--- src/rtl/gumnut_dp_pkg.sv ---
// Shared definitions for the Gumnut register/ALU datapath.
//   alu_fn_t : ALU/shifter function codes carried on fn_c
//   regmux_t : write-back source select carried on RegMux_c
//   state_t  : execution FSM states
//   IR_*     : bit positions of the fields inside the 18-bit instruction word
package gumnut_dp_pkg;

    typedef enum logic [3:0] {
        FN_ADD  = 4'd0,
        FN_ADDC = 4'd1,
        FN_SUB  = 4'd2,
        FN_SUBC = 4'd3,
        FN_AND  = 4'd4,
        FN_OR   = 4'd5,
        FN_XOR  = 4'd6,
        FN_MASK = 4'd7,
        FN_SHL  = 4'd8,
        FN_SHR  = 4'd9,
        FN_ROL  = 4'd10,
        FN_ROR  = 4'd11,
        FN_NOP0 = 4'd12,
        FN_NOP1 = 4'd13,
        FN_NOP2 = 4'd14,
        FN_NOP3 = 4'd15
    } alu_fn_t;

    typedef enum logic [1:0] {
        MUX_ALU  = 2'd0,
        MUX_DATA = 2'd1,
        MUX_PORT = 2'd2,
        MUX_ALU2 = 2'd3
    } regmux_t;

    typedef enum logic [1:0] {
        IDLE  = 2'd0,
        EXEC  = 2'd1,
        SHIFT = 2'd2
    } state_t;

    localparam int unsigned IR_W        = 18;
    localparam int unsigned IR_OP_LSB   = 11;  // op_e   = IR[17:11]
    localparam int unsigned IR_RD_LSB   = 11;  // rd     = IR[13:11]
    localparam int unsigned IR_RS_LSB   = 8;   // rs     = IR[10:8]
    localparam int unsigned IR_RS2_LSB  = 5;   // rs2    = IR[7:5]
    localparam int unsigned IR_CNT_LSB  = 5;   // count  = IR[7:5]
    localparam int unsigned IR_IMM_LSB  = 0;   // imm/disp/offset = IR[7:0]
    localparam int unsigned IR_FUNC_LSB = 0;   // func   = IR[2:0]
    localparam int unsigned IR_ADDR_LSB = 0;   // addr   = IR[11:0]

    function automatic logic is_shift(input alu_fn_t fn);
        return (fn >= FN_SHL) && (fn <= FN_ROR);
    endfunction

    function automatic logic is_alu(input alu_fn_t fn);
        return fn <= FN_ROR;
    endfunction

endpackage

--- src/rtl/gumnut_regfile.sv ---
// NREG x DW register file, two combinational read ports, one synchronous
// write port. r0 always reads zero; writes to r0 or to an address >= NREG
// are dropped.
//   clk_i, rst_i       clock, synchronous active-high reset (clears all)
//   we, waddr, wdata   write port
//   raddr_a/rdata_a    read port A
//   raddr_b/rdata_b    read port B
module gumnut_regfile #(
    parameter int unsigned DW   = 8,
    parameter int unsigned NREG = 8
) (
    input  logic          clk_i,
    input  logic          rst_i,
    input  logic          we,
    input  logic [2:0]    waddr,
    input  logic [DW-1:0] wdata,
    input  logic [2:0]    raddr_a,
    output logic [DW-1:0] rdata_a,
    input  logic [2:0]    raddr_b,
    output logic [DW-1:0] rdata_b
);

    logic [DW-1:0] regs [NREG];

    // Decoded by comparison so an out-of-range address simply matches nothing.
    always_ff @(posedge clk_i) begin
        if (rst_i) begin
            for (int unsigned i = 0; i < NREG; i++) begin
                regs[i] <= '0;
            end
        end else if (we) begin
            for (int unsigned i = 1; i < NREG; i++) begin
                if (waddr == 3'(i)) begin
                    regs[i] <= wdata;
                end
            end
        end
    end

    always_comb begin
        rdata_a = '0;
        rdata_b = '0;
        for (int unsigned i = 1; i < NREG; i++) begin
            if (raddr_a == 3'(i)) rdata_a = regs[i];
            if (raddr_b == 3'(i)) rdata_b = regs[i];
        end
    end

endmodule

--- src/rtl/gumnut_exec_unit.sv ---
// Gumnut register/ALU execution unit: instruction latch, register file,
// ALU, shifter and registered carry/zero flags. One op per start_c pulse.
// Build option: SHIFT_BARREL_EN selects a single-cycle barrel shifter
// (shifts go through EXEC); otherwise shifts iterate one bit per cycle.
//   clk_i/rst_i/ClkEn_e      clock, sync reset, clock enable
//   inst_dat_i/inst_ack_i    instruction word and its load strobe
//   start_c/fn_c/op2_c       op start, function, operand-2 select
//   RegMux_c/RegWrt_c        write-back source and enable
//   data_dat_i/port_dat_i    memory / I/O read data for write-back
//   busy_o/done_o/res_o      status and last result
//   rs_o                     combinational rs read value
//   carry_e/zero_e           flags
//   op_e/func_e/addr_e/disp_e/offset_e  IR fields
module gumnut_exec_unit
    import gumnut_dp_pkg::*;
#(
    parameter int unsigned DW   = 8,
    parameter int unsigned NREG = 8
) (
    input  logic          clk_i,
    input  logic          rst_i,
    input  logic          ClkEn_e,
    input  logic [17:0]   inst_dat_i,
    input  logic          inst_ack_i,
    input  logic          start_c,
    input  logic [3:0]    fn_c,
    input  logic          op2_c,
    input  logic [1:0]    RegMux_c,
    input  logic          RegWrt_c,
    input  logic [DW-1:0] data_dat_i,
    input  logic [DW-1:0] port_dat_i,
    output logic          busy_o,
    output logic          done_o,
    output logic [DW-1:0] res_o,
    output logic [DW-1:0] rs_o,
    output logic          carry_e,
    output logic          zero_e,
    output logic [6:0]    op_e,
    output logic [2:0]    func_e,
    output logic [11:0]   addr_e,
    output logic [7:0]    disp_e,
    output logic [7:0]    offset_e
);

    logic [IR_W-1:0] ir_q;
    state_t          state_q;
    logic [DW-1:0]   a_q, b_q, sh_q, res_q;
    alu_fn_t         fn_q;
    regmux_t         mux_q;
    logic            wrt_q, sh_c_q, carry_q, zero_q, done_q;
    logic [2:0]      rd_q, cnt_q;

    logic [DW-1:0]   rs_val, rs2_val, imm_ext;
    logic [DW-1:0]   exec_res, fin_res, wb_val;
    logic            exec_c, fin_c, finishing, last_step, upd_flags;
    logic [DW:0]     sum, sh_step;

    gumnut_regfile #(.DW(DW), .NREG(NREG)) u_regfile (
        .clk_i   (clk_i),
        .rst_i   (rst_i),
        .we      (finishing && wrt_q),
        .waddr   (rd_q),
        .wdata   (wb_val),
        .raddr_a (ir_q[IR_RS_LSB +: 3]),
        .rdata_a (rs_val),
        .raddr_b (ir_q[IR_RS2_LSB +: 3]),
        .rdata_b (rs2_val)
    );

    assign imm_ext = DW'(ir_q[IR_IMM_LSB +: 8]);

    // Single-bit shift step; returns {carry, value}. Rotates keep carry.
    function automatic logic [DW:0] shift1(input alu_fn_t f, input logic [DW-1:0] v,
                                           input logic c);
        case (f)
            FN_SHL:  return {v[DW-1], v[DW-2:0], 1'b0};
            FN_SHR:  return {v[0], 1'b0, v[DW-1:1]};
            FN_ROL:  return {c, v[DW-2:0], v[DW-1]};
            FN_ROR:  return {c, v[0], v[DW-1:1]};
            default: return {c, v};
        endcase
    endfunction

    always_comb begin
        sum      = '0;
        exec_res = a_q;
        exec_c   = carry_q;
        case (fn_q)
            FN_ADD:  sum = {1'b0, a_q} + {1'b0, b_q};
            FN_ADDC: sum = {1'b0, a_q} + {1'b0, b_q} + (DW+1)'(carry_q);
            FN_SUB:  sum = {1'b0, a_q} - {1'b0, b_q};
            FN_SUBC: sum = {1'b0, a_q} - {1'b0, b_q} - (DW+1)'(carry_q);
            default: sum = '0;
        endcase
        case (fn_q)
            FN_ADD, FN_ADDC, FN_SUB, FN_SUBC: begin
                exec_res = sum[DW-1:0];
                exec_c   = sum[DW];
            end
            FN_AND:  begin exec_res = a_q & b_q;  exec_c = 1'b0; end
            FN_OR:   begin exec_res = a_q | b_q;  exec_c = 1'b0; end
            FN_XOR:  begin exec_res = a_q ^ b_q;  exec_c = 1'b0; end
            FN_MASK: begin exec_res = a_q & ~b_q; exec_c = 1'b0; end
`ifdef SHIFT_BARREL_EN
            FN_SHL, FN_SHR, FN_ROL, FN_ROR: begin
                // Unrolled chain of single-bit steps, so results and carry
                // match the iterative shifter bit for bit.
                for (int unsigned i = 0; i < 7; i++) begin
                    if (3'(i) < cnt_q) begin
                        {exec_c, exec_res} = shift1(fn_q, exec_res, exec_c);
                    end
                end
            end
`endif
            default: begin
                exec_res = a_q;
                exec_c   = carry_q;
            end
        endcase
    end

    // Iterative shifter: count 0 finishes in one cycle with the operand unchanged.
    assign sh_step   = shift1(fn_q, sh_q, sh_c_q);
    assign last_step = (cnt_q <= 3'd1);

    assign finishing = ClkEn_e && ((state_q == EXEC) || ((state_q == SHIFT) && last_step));

    always_comb begin
        fin_res = exec_res;
        fin_c   = exec_c;
        if (state_q == SHIFT) begin
            if (cnt_q == 3'd0) begin
                fin_res = sh_q;
                fin_c   = sh_c_q;
            end else begin
                fin_res = sh_step[DW-1:0];
                fin_c   = sh_step[DW];
            end
        end
    end

    assign upd_flags = is_alu(fn_q) && ((mux_q == MUX_ALU) || (mux_q == MUX_ALU2));

    always_comb begin
        case (mux_q)
            MUX_DATA: wb_val = data_dat_i;
            MUX_PORT: wb_val = port_dat_i;
            default:  wb_val = fin_res;
        endcase
    end

    always_ff @(posedge clk_i) begin
        if (rst_i) begin
            ir_q    <= '0;
            state_q <= IDLE;
            a_q     <= '0;
            b_q     <= '0;
            sh_q    <= '0;
            sh_c_q  <= 1'b0;
            fn_q    <= FN_ADD;
            mux_q   <= MUX_ALU;
            wrt_q   <= 1'b0;
            rd_q    <= '0;
            cnt_q   <= '0;
            res_q   <= '0;
            carry_q <= 1'b0;
            zero_q  <= 1'b0;
            done_q  <= 1'b0;
        end else if (ClkEn_e) begin
            if (inst_ack_i) begin
                ir_q <= inst_dat_i;
            end
            done_q <= 1'b0;
            case (state_q)
                IDLE: begin
                    if (start_c) begin
                        a_q    <= rs_val;
                        b_q    <= op2_c ? imm_ext : rs2_val;
                        sh_q   <= rs_val;
                        sh_c_q <= carry_q;
                        fn_q   <= alu_fn_t'(fn_c);
                        mux_q  <= regmux_t'(RegMux_c);
                        wrt_q  <= RegWrt_c;
                        rd_q   <= ir_q[IR_RD_LSB +: 3];
                        cnt_q  <= ir_q[IR_CNT_LSB +: 3];
`ifdef SHIFT_BARREL_EN
                        state_q <= EXEC;
`else
                        state_q <= is_shift(alu_fn_t'(fn_c)) ? SHIFT : EXEC;
`endif
                    end
                end
                EXEC, SHIFT: begin
                    if (finishing) begin
                        state_q <= IDLE;
                        done_q  <= 1'b1;
                        if (is_alu(fn_q)) begin
                            res_q <= fin_res;
                        end
                        if (upd_flags) begin
                            carry_q <= fin_c;
                            zero_q  <= (fin_res == '0);
                        end
                    end else begin
                        sh_q   <= sh_step[DW-1:0];
                        sh_c_q <= sh_step[DW];
                        cnt_q  <= cnt_q - 3'd1;
                    end
                end
                default: state_q <= IDLE;
            endcase
        end
    end

    assign busy_o   = (state_q != IDLE);
    assign done_o   = done_q;
    assign res_o    = res_q;
    assign rs_o     = rs_val;
    assign carry_e  = carry_q;
    assign zero_e   = zero_q;
    assign op_e     = ir_q[IR_OP_LSB +: 7];
    assign func_e   = ir_q[IR_FUNC_LSB +: 3];
    assign addr_e   = ir_q[IR_ADDR_LSB +: 12];
    assign disp_e   = ir_q[IR_IMM_LSB +: 8];
    assign offset_e = ir_q[IR_IMM_LSB +: 8];

endmodule

--- config.mk ---
export PLATFORM = sky130hd
export DESIGN_NAME = gumnut_exec_unit
export DESIGN_NICKNAME = d
export VERILOG_FILES = /design/src/rtl/gumnut_dp_pkg.sv /design/src/rtl/gumnut_regfile.sv /design/src/rtl/gumnut_exec_unit.sv
export SDC_FILE = /design/constraint.sdc
export NUM_CORES = 1
export LEC_CHECK = 0
export CORE_MARGIN = 2
export CORE_UTILIZATION = 38
export CTS_BUF_LIST = sky130_fd_sc_hd__clkbuf_8 sky130_fd_sc_hd__clkbuf_16
export DETAILED_ROUTE_END_ITERATION = 6
export PLACE_DENSITY_LB_ADDON = 0.12
export SYNTH_ARGS = -nofsm -noshare
export SYNTH_HDL_FRONTEND = slang
export SYNTH_HIERARCHICAL = 1
export SYNTH_SLANG_ARGS = --single-unit
--- constraint.sdc ---
create_clock -name clk_i -period 3.1 [get_ports clk_i]
set_input_delay 0.62 -clock clk_i [delete_from_list [all_inputs] [get_ports clk_i]]
set_output_delay 0.62 -clock clk_i [all_outputs]
set_load 0.005 [all_outputs]
After elaboration in Yosys (flattened, before gate mapping)
Memories as Yosys holds them, arrays and structs flattened. Cells that the tools add are included.

Bits of input ports: 47. Memories: 1. Bits in writable memories: 64. Word-level logic and storage cells: 178. Register bits: 69. Output and inout port bits: 58.

Memory list: u_regfile.regs (depth 8, bits a word 8, rd ports 7, clocked after Yosys merged registers in 0, write ports 8, line gumnut_regfile.sv:23) `logic [DW-1:0] regs [NREG];`.

Equality and inequality tests: 40. $lt $le $gt $ge: 4. Bitwise operators: 12. Add/subtract/negate cells: 5. Multiplexer cells: 76. Reductions and logical operators: 25.

Operators with widths (number): $mux 8 (26); $pmux 9 s4 (2); $pmux 8 s5 (1); $eq 3x3->1 const B (12); $mux 1 (36); $pmux 8 s2 (2); $eq 3x2->1 const B (6); $and 8x8->8 (2); $eq 4x3->1 const B (4); $eq 4x4->1 const B (4); $reduce_and 4->1 (3); $add 8x8->9 (1); $add 9x1->9 (1); $eq 3x1->1 const B (3); $sub 8x8->9 (1); $sub 9x1->9 (1); $eq 4x2->1 const B (2); $le 4x4->1 const B (2); $logic_not 8->1 (1); $not 8->8 (1); $or 8x8->8 (1); $reduce_or 4->1 (2); $xor 8x8->8 (1); $or 1x1->1 (7); other kinds (23) (40).

Logic depth before layout (Yosys ltp)
Word-level depth: 10. Gate-level depth with buffers: 14. Gate-level depth less buffers: 13.

Cells and area by module
The synthesis kept the hierarchy.

Modules (own cells, without submodules): gumnut_exec_unit (area an instance 5400.2 um^2, sequential area each 1381.3 um^2, times used 1, cells each 699); gumnut_regfile (area an instance 3215.6 um^2, sequential area each 1681.6 um^2, times used 1, cells each 287).

Least setup slack after synthesis
OpenSTA, ideal clock, no wires.

Path type: flip-flop to flip-flop. From: register b_q[0]. To: memory u_regfile.regs[5][7], in the netlist u_regfile/regs[2][15] (data pin). Cell stages (with the launch flop): 13. Buffers on the path: 0. Clock period less this slack: 2.912 ns. Library setup time: 0.263 ns. Setup slack: 0.188 ns. Arrival: 2.649 ns. Data required time: 2.837 ns. Cell sequence: dfxtp_1 ha_1 fa_1 a211o_1 and3_4 o311ai_1 nand3_1 nor2_1 xor2_1 o221a_2 a21oi_1 nand2b_1 nor2_1.

RTL lines: start, declared (line gumnut_exec_unit.sv:47) `logic [DW-1:0] a_q, b_q, sh_q, res_q;`; start signal, assigned (line gumnut_exec_unit.sv:178) `b_q <= op2_c ? imm_ext : rs2_val;`; end, declared (line gumnut_regfile.sv:23).

==> out/results.ini <==
[global_route]
busiest_layer = met2
grt_max_degree = 65
grt.met1_usage_pct = 31.0
globalRouteOverflowTotal = 0
met2_usage_pct = 42.3
antenna_found_initial = 0
first_global_vias = 7826
grtUsageMet3_pct = 3.78
grt_pass1_wl_um = 44400
track_usage_pct = 24.4

[critical_path]
critPathBufInv = 1
crit_type = flop to flop
endpoint_kind = flop
critPathTopFamily = simple AND/OR/NAND/NOR gates
crit_chain = ha_2, fa_2, a211o_1, and3_4, nor4_4, nand3_1, nor2_1, xor2_1, o221a_2, a21oi_1, nand2b_1, inv_1
critPathMaxStageDelay_ns = 0.38
startpoint_type = flop
cp_slowest_cell = fa_2
required_ns = 3.28
arrival_ns = 3.19
cp_max_fo = 6

[logic_synthesis]
syn-num-nets = 1071
ys.flop_type = dfxtp_1
synth_top_cells_by_area = edfxtp_1 20%, dfxtp_1 16%, a21oi_1 5.5%
synth-edff-count = 56
ys_types = 94
yosysWarnings = 6
synth_compound_area_share_pct = 22.0
yosys_register_bits = 125
synthCells = 986
synth-simple-area-share_pct = 18.5
yosys.area_share.xor_xnor_pct = 1.83
synth_top_family_by_area = compound AO/OA/AOI/OAI gates
synthAdderAreaFrac_pct = 5.69
synthDominantAreaCellType = edfxtp_1
synth_area_um2 = 8620
synth_mux_area_share_pct = 7.68
async_reset_ff_share_pct = 0
postSynthAreaPerCell_um2 = 8.74
yosysSeqAreaShare_pct = 35.6
synth.top_cell.area_share_pct = 19.5

[cts]
clk_path_buf_depth = 2
cts_inserted_buffers = 17
htreeDepth = 4
cts.sinks = 125
tritoncts = done
clk_pin_slew_ns = 0.07
cts_root_buf = clkbuf_16
clk_latency_ns = 0.43

[floorplan]
io_pins = 105
initial_core_util_pct = 38.4
std_cell_rows = 55
die_y_um = 155
fp.dieW_um = 155
core_um2 = 22400
die_area_um2 = 23900

[timing]
rsz0062_at_grt = true
hold_viol_final = 0
max-slew-margin-rel_pct = 52.4
fin_tns_setup_ns = 0
setup_viol = 0
worst_pin_slew_ns = 0.712
fmax_mhz = 332
finalCriticalPeriod_ns = 3.02
min_period_over_period_pct = 97.3
drv_slew = 0
setup_ws_ns = 0.0839
skew_ns = 0.0139

[run_status]
violations = design-rule violations
outcome = complete, but fails checks

[layout]
nets = 1234
layout_common_cells = 116 x buf_4, 114 x nand2_1, 113 x nor2_1
antenna_cells = 0
fillers = 2139
syn_to_final_growth_pct = 31.5
fin_util_pct = 50.5
layout_commonest_cell = buf_4
drive_above_1_share_pct = 21.3

[drt]
wl_per_cell_um = 20.1
via_per_inst = 5.41
drt_pre_antenna_iters = 7
drc = 4
ant_nets = 0
dr_total_vias = 7827
first_iter_violations = 544
routed_wl_um = 29100

[placement]
gp_congestion = 0.852
place_ws_ns = -0.155
io_buffers = 104
hpwl_um = 21900

[power_and_ir_drop]
p_total_mw = 5.32
power_density_nw_per_um2 = 469
cellLeakagePower_nw = 4.18
vdd_ir_drop_max_v = 0.000359

[worst_hold_path]
hold_path_class = flop to flop

[run]
cap_violations = 0

==> stage by stage <==
stage          hold slack [ns]  cell area (um2)  cells
4_1_cts                  0.452            11100   1444
5_1_grt                  0.482            11300   1447
2_1_floorplan            0.432             8620    986
3_5_place_dp             0.443            10400   1410
3_3_place_gp             0.440            10400   1410
6_report                 0.451            11300   1447
==> worst register-to-register path, delay by kind of cell, from the launching register on <==
| family | cells | cell delay [ns] |
|---|---|---|
| and+or+nand+nor | 5 | 1.00 |
| adders and majority gates | 2 | 0.57 |
| DFF | 1 | 0.33 |
| buffers and inverters | 1 | 0.08 |
| AOI/OAI and AO/OA | 3 | 0.63 |
| xor gates and xnor gates | 1 | 0.16 |
==> flip-flops by register name, indices dropped and copies added (netlist names) <==
| register | count |
|---|---|
| a_q | 8 |
| b_q | 8 |
| carry_e | 1 |
| cnt_q | 3 |
| done_o | 1 |
| fn_q | 4 |
| ir_q | 18 |
| mux_q | 2 |
| rd_q | 3 |
| res_o | 8 |
| sh_c_q | 1 |
| sh_q | 8 |
| state_q | 2 |
| u_regfile/regs | 56 |
| wrt_q | 1 |
| zero_e | 1 |
==> power by group <==
part	leakage, nW	switching (mW)	total [mW]	internal (mW)
sequential	1.14	0.0900	1.90	1.81
clock	0.307	0.821	2.07	1.25
combinational	2.73	0.718	1.35	0.628
==> worst paths after layout <==
| kind | startpoint | end | slack (ns) | depth (start not counted) |
|---|---|---|---|---|
| max | a_q[0] | u_regfile/regs[3][7] | 0.08 | 12 |
| min | wrt_q | wrt_q | 0.45 | 2 |
| max reg2reg | a_q[0] | u_regfile/regs[3][7] | 0.08 | 12 |
| min reg2reg | wrt_q | wrt_q | 0.45 | 2 |
==> timing repair <==
item / 4_1_cts / 5_1_grt
pin swaps: 7 / 11
endpoints found under the hold margin: 0 / 0
endpoints found under the setup margin: 30 / 47
hold buffers: 0 / 0
buffers inserted: 3 / 3
gates resized for setup: 17 / 40
==> layout make-up <==
type                    instances  area [um2]  area share [%]
clock inverters                14         155            1.37
repair buffers                226        2010            17.7
well taps                     285         357            3.15
inverters                      64         243            2.14
flip-flops and latches        125        3070            27.1
multi-input cells             715        5050            44.5
clock buffers                  18         450            3.97
==> logic make-up after synthesis <==
kind of cell / after synthesis
compound gates: 264
xor+xnor: 18
fa+ha+maj: 38
buf+inv: 146
flops: 125
mux: 58
simple gates: 337
==> Yosys cell counts, types with 6 or more instances <==
master	instances
buf_6	13
edfxtp_1	56
o21ai_1	11
nor3_1	11
nand2b_1	25
clkbuf_1	36
mux2_2	8
xor2_1	8
buf_4	25
xnor2_1	10
a21oi_1	95
inv_1	63
o22ai_1	13
nor3b_1	6
nor2b_1	9
o211ai_1	8
nand2_1	114
dfxtp_1	69
nand3_1	14
o221ai_1	6
mux2i_1	41
nor2_1	114
ha_1	36
a221oi_1	9
a22oi_1	10
a211oi_1	28
o21ai_0	21
==> per-layer routing <==
| metal | vias to the layer above | routed length (um) |
|---|---|---|
| li1 | 3832 | - |
| met4 | 0 | 750 |
| met2 | 213 | 14500 |
| met5 | - | 0 |
| met1 | 3738 | 12800 |
| met3 | 44 | 1110 |
(Power assumes the default switching activity.)
